## config.mk

```make
export PLATFORM = sky130hd
export DESIGN_NAME = l1_arbiter
export DESIGN_NICKNAME = d
export VERILOG_FILES = /design/src/rtl/lc3b_types.sv /design/src/rtl/l1_arbiter.sv
export SDC_FILE = /design/constraint.sdc
export NUM_CORES = 1
export LEC_CHECK = 0
export ABC_AREA = 1
export CAP_MARGIN = 10
export CORE_AREA = 2 2 271 273
export DETAILED_ROUTE_END_ITERATION = 8
export DIE_AREA = 0 0 273 275
export PLACE_DENSITY = 0.4
export SYNTH_ARGS = -nofsm -noshare
export SYNTH_HDL_FRONTEND = slang
export SYNTH_SLANG_ARGS = --single-unit
```

## constraint.sdc

```tcl
create_clock -name clk -period 1.5 [get_ports clk]
set_input_delay 0.3 -clock clk [delete_from_list [all_inputs] [get_ports clk]]
set_output_delay 0.3 -clock clk [all_outputs]
set_load 0.005 [all_outputs]
```

## src/rtl/lc3b_types.sv

```systemverilog
// Shared LC-3b memory-path types.
// Word, L1 line bus and the L1-to-L2 arbiter state encoding.
package lc3b_types;

    typedef logic [15:0]  lc3b_word;
    typedef logic [127:0] pmem_L1_bus;

    typedef enum logic [1:0] {
        IDLE,
        GRANT_I,
        GRANT_D,
        RELEASE
    } arb_state_t;

    typedef enum logic {
        MASTER_I,
        MASTER_D
    } arb_master_t;

endpackage

```

## src/rtl/l1_arbiter.sv

```systemverilog
// Arbitrates icache and dcache line traffic onto a single L2 port.
// Ties alternate between masters; each transfer ends with one release cycle.
module l1_arbiter
    import lc3b_types::*;
(
    input  logic       clk,
    input  logic       rst_n,

    input  logic       i_pmem_read,
    input  lc3b_word   i_pmem_address,
    output logic       i_pmem_resp,
    output pmem_L1_bus i_pmem_rdata,

    input  logic       d_pmem_read,
    input  logic       d_pmem_write,
    input  lc3b_word   d_pmem_address,
    input  pmem_L1_bus d_pmem_wdata,
    output logic       d_pmem_resp,
    output pmem_L1_bus d_pmem_rdata,

    output logic       l2_read,
    output logic       l2_write,
    output lc3b_word   l2_address,
    output pmem_L1_bus l2_wdata,
    input  pmem_L1_bus l2_rdata,
    input  logic       l2_resp
);

    arb_state_t  state;
    arb_state_t  next_state;
    arb_master_t last_grant;

    logic d_req;

    assign d_req = d_pmem_read | d_pmem_write;

    always_ff @(posedge clk) begin
        if (!rst_n) begin
            state      <= IDLE;
            last_grant <= MASTER_I;
        end else begin
            state <= next_state;
            if (state == IDLE && next_state == GRANT_I)
                last_grant <= MASTER_I;
            if (state == IDLE && next_state == GRANT_D)
                last_grant <= MASTER_D;
        end
    end

    // The grant is held until l2_resp even if the master drops its request.
    always_comb begin
        next_state = state;
        unique case (state)
            IDLE: begin
                if (d_req && i_pmem_read)
                    next_state = (last_grant == MASTER_I) ? GRANT_D : GRANT_I;
                else if (d_req)
                    next_state = GRANT_D;
                else if (i_pmem_read)
                    next_state = GRANT_I;
            end
            GRANT_I: if (l2_resp) next_state = RELEASE;
            GRANT_D: if (l2_resp) next_state = RELEASE;
            RELEASE: next_state = IDLE;
        endcase
    end

    always_comb begin
        i_pmem_resp  = 1'b0;
        d_pmem_resp  = 1'b0;
        l2_read      = 1'b0;
        l2_write     = 1'b0;
        l2_address   = '0;
        l2_wdata     = '0;
        i_pmem_rdata = l2_rdata;
        d_pmem_rdata = l2_rdata;
        // Outputs are forced low for the whole reset cycle, not just after it.
        if (rst_n) begin
            unique case (state)
                GRANT_I: begin
                    l2_read     = i_pmem_read;
                    l2_address  = i_pmem_address;
                    i_pmem_resp = l2_resp;
                end
                GRANT_D: begin
                    l2_read     = d_pmem_read & ~d_pmem_write;
                    l2_write    = d_pmem_write;
                    l2_address  = d_pmem_address;
                    l2_wdata    = d_pmem_wdata;
                    d_pmem_resp = l2_resp;
                end
                IDLE, RELEASE: begin
                end
            endcase
        end
    end

endmodule

```

## After elaboration in Yosys (flattened, before gate mapping)

Index checks and enable logic that the tools add are counted.

| operators by class | value |
|---|---|
| reduce and logical (&&, ||, !) cells | 6 |
| bitwise logic cells | 3 |
| equality and inequality tests | 5 |
| multiplexer cells | 20 |

Operator list:

| kind | number |
|---|---|
| 128-bit two-way mux | 2 |
| 16-bit case mux with 2 select lines | 1 |
| 16-bit two-way mux | 1 |
| 2-bit two-way mux | 5 |
| 1-bit two-way mux | 9 |
| 2-bit equality test, second input constant | 3 |
| 2-bit case mux with 3 select lines | 1 |
| 2-bit by 1-bit equality test with 1-bit output, second input constant | 2 |
| 1-bit logical AND | 3 |
| 2-bit logical NOT | 1 |
| 1-bit case mux with 2 select lines | 1 |
| 2-bit nonzero test | 1 |
| 2-bit OR reduction | 1 |
| 1-bit AND | 1 |
| 1-bit NOT | 1 |
| 1-bit OR | 1 |

| word-level totals | value |
|---|---|
| bits of input ports | 294 |
| bits in registers | 3 |
| output and inout bits | 404 |

## Depth between registers and ports, before layout

| logic depth | value |
|---|---|
| word-level depth | 8 |
| gate-level depth with buffers | 8 |
| depth with buffers taken out | 8 |

## Least setup slack after synthesis

No wires, ideal clock.

| path | value |
|---|---|
| path type | register -> output |
| start | register state[0] |
| end | output port l2_wdata[100] |
| setup slack | 0.020 ns |
| path buffers | 3 |
| cell stages (with the launch flop) | 8 |
| required time | 1.200 ns |
| data arrival time | 1.180 ns |
| cells stage by stage | dfxtp_1 > inv_1 > ha_1 > buf_4 > nand2_4 > buf_12 > buf_12 > nor2_4 |

| on the way | value |
|---|---|
| word-level cells in the longest chain between the ends | 3 |

Ends and longest elaborated chain:

| element | RTL line | RTL |
|---|---|---|
| from (decl) | l1_arbiter.sv:29 | `arb_state_t state;` |
| from (signal assigned) | l1_arbiter.sv:42 | `state <= next_state;` |
| 2-bit equality test | l1_arbiter.sv:79 | `unique case (state)` |
| 128-bit two-way mux | l1_arbiter.sv:79 |  |
| 128-bit two-way mux | l1_arbiter.sv:78 | `if (rst_n) begin` |
| to (decl) | l1_arbiter.sv:24 | `output pmem_L1_bus l2_wdata,` |

Every way passes these cells.

## Worst setup path after layout

| path | value |
|---|---|
| start | register state[1] |
| end | output port l2_wdata[19] |

Same word-level chain as after synthesis.

==> impl_metrics.ini <==
[clock_network]
cts_buffers = 3
cts.sinks = 3
cts-hold-fix-buffers = 0
clk_path_buf_depth = 2
clk_latency_ns = 0.22
cts-root-buf = clkbuf_16
cts_tree = built
path_clk_slew_ns = 0.03
htreeDepth = 1

[critical_path]
r2r-end = last_grant$_SDFFE_PN0P_
crit_arrival_ns = 1.65
crit_fanout = 5
ff2ff_path_depth = 8
timing.rr.start = state[1]$_SDFF_PN0_
required_ns = 1.20
cp-startpoint = state[1]$_SDFF_PN0_
worstSetupPathType = register to primary output
cp-endpoint = l2_wdata[19]
r2r_setup_slack_ns = 0.16
critPathLaunchType = register
end_kind = primary output

[sta]
maxSlewViolCount = 0
hold_viol = 0
final.period_utilization = 1.30
fin_ws_ns = -0.451
setup_viol = 148
tightest_slew_ns = 0.215
max_slew_margin = 0.857
skew_ns = 0.000163
max_freq_mhz = 513
period_needed_ns = 1.95
rsz0062_at_grt = yes

[synth]
synth.net_count = 919
syn_area_sq_um = 4360
syn_area_per_cell_sq_um = 7.00
yosysTopAreaCell = buf_4
synthCells = 622
yosysSeqAreaShare = 0.0138
synth_top_area_frac = 0.443
yosys_warnings = 0
ys_ff_latch = 3
synthDistinctLibCells = 15
ys_top_cells_by_area = buf_4 44%, nor2_4 26%, inv_1 12%

[layout]
postLayoutCoreUtil = 0.112
fin_nets = 1084
drive_above_1_share = 0.561
area_growth_pct = 85.8
insertedDiodeCount = 0
final_area_sq_um = 8090

[floorplanning]
initial_core_util = 0.0602
rows = 99
ios = 698
die_area_sq_um = 75100
core-area_sq_um = 72300
die_width_um = 273
die_h_um = 275

[detailed_routing]
wl_met3_mm = 4.38
routedWlPerCell_um = 12.4
ant_nets = 0
wl_met1_mm = 6.72
maxUsedRoutingLayer = met5
drc = 0
dr.pass1.iters = 4
viasPerCell = 2.35
wirelength_mm = 21.6
drt_iter0_drc = 60
vias = 4100
wl_met2_mm = 9.85

[pwr]
power.density_nw_per_um2 = 448
p_leak_nw = 3.58
ir_worst_vdd_mv = 0.261

[grt]
grt_overflow = 0
grt_start_max_net_pins = 22
antenna_found_initial = 3
globalRouteTotalUtil = 0.0466
grt_pass1_vias = 4061
grt_pass1_wl_mm = 25.8

[placed_design]
io_buffers = 313
dp.final_hpwl_mm = 15.5
place_area_sq_um = 6870
routabilityCongestion = 0.779

[worst_hold_path]
worstHoldPathType = register to register

[run_status]
status = complete, but fails checks
failed_checks = setup timing

[run]
maxCapViolCount = 0
## registers in the layout, summed over array words and instances (netlist names)
register    count
state           2
last_grant      1
## kinds of logic after synthesis
group / count (synthesis) / synth area share
AOI/OAI and AO/OA: 23 / 0.0270
adders and majority gates: 3 / 0.00862
buffers and inverters: 412 / 0.619
DFF: 3 / 0.0138
and+or+nand+nor: 181 / 0.331
## worst min-delay path by stage
| stage | startpoint | to | depth (start not counted) |
|---|---|---|---|
| final | last_grant$_SDFFE_PN0P_ | last_grant$_SDFFE_PN0P_ | 2 |
| after global routing | last_grant$_SDFFE_PN0P_ | last_grant$_SDFFE_PN0P_ | 2 |
| after CTS | last_grant$_SDFFE_PN0P_ | last_grant$_SDFFE_PN0P_ | 2 |
| after detailed placement | last_grant$_SDFFE_PN0P_ | last_grant$_SDFFE_PN0P_ | 2 |
| after global placement | last_grant$_SDFFE_PN0P_ | last_grant$_SDFFE_PN0P_ | 2 |
| after floorplan | last_grant$_SDFFE_PN0P_ | last_grant$_SDFFE_PN0P_ | 2 |
## stage by stage
stage | hold WS (ns) | setup slack [ns] | setup TNS (ns) | power [W] | instances
after floorplan | 0.439 | 0.0205 | 0 | 0.00157 | 622
after global placement | 0.453 | -0.867 | -113.00 | 0.00218 | 1653
after detailed placement | 0.457 | -0.836 | -111.64 | 0.00217 | 1653
after CTS | 0.461 | -0.639 | -75.33 | 0.00317 | 1697
after global routing | 0.490 | -0.519 | -62.55 | 0.00384 | 1745
final | 0.457 | -0.451 | -53.17 | 0.00362 | 1745
## cells in the mapped netlist
| library cell | instances |
|---|---|
| buf_4 | 257 |
| inv_1 | 137 |
| nor2_4 | 100 |
| nand2_1 | 41 |
| nor2_1 | 36 |
| a21oi_1 | 20 |
| buf_12 | 11 |
| buf_2 | 7 |
| dfxtp_1 | 3 |
| ha_1 | 3 |
| nand3_1 | 2 |
| o21ai_0 | 2 |
| nand2_2 | 1 |
| nand2_4 | 1 |
| o21bai_1 | 1 |
## timing repair
| item | CTS | global route |
|---|---|---|
| pin swaps | 13 | 23 |
| gates cloned | 6 | 8 |
| buffers inserted | 34 | 50 |
| endpoints found under the setup margin | 148 | 148 |
| resized for setup | 433 | 315 |
## power by group
group / internal (W) / leakage (nW) / switching, W
combinational: 0.00177 / 3.52 / 0.00132
clock: 0.000351 / 0.0382 / 0.0000707
sequential: 0.0000973 / 0.0255 / 0.0000109
total: 0.00222 / 3.58 / 0.00140
## cell usage in the layout (no fill, tap or decap), types with 8 or more instances in the layout
master	netlist	routed
buf_16	0	8
clkbuf_16	0	8
clkdlybuf4s50_1	0	164
buf_6	0	71
nor2_1	36	8
nor2_4	100	122
nand2_1	41	26
a21oi_2	0	11
buf_4	257	27
inv_1	137	135
clkbuf_2	0	32
buf_12	11	18
buf_8	0	15
nand2_2	1	9
buf_2	7	93
## per-layer routing
metal,global-route usage,vias up
met2,0.0736,532
met3,0.0439,31
met4,0.0138,6
met1,0.0418,1717
met5,0.0113,-
li1,-,1814
## final cells by class
class                           count  area (sq um)
Timing Repair Buffer              433          4200
Tap cell                          959          1200
Clock buffer                        4          78.8
Sequential cell                     3          62.6
Inverter                          137           519
Multi-Input combinational cell    209          2030
Fill cell                        8307         64200
## worst max-delay path, stage by stage, from the launching register on
cell	delay, ns
dfxtp_2	0.33
buf_6	0.10
ha_4	0.19
buf_6	0.15
nand2_8	0.06
buf_12	0.13
buf_16	0.14
buf_12	0.14
nor2_4	0.06
buf_2	0.11
Note: power is estimated with default switching activity, not from simulation.
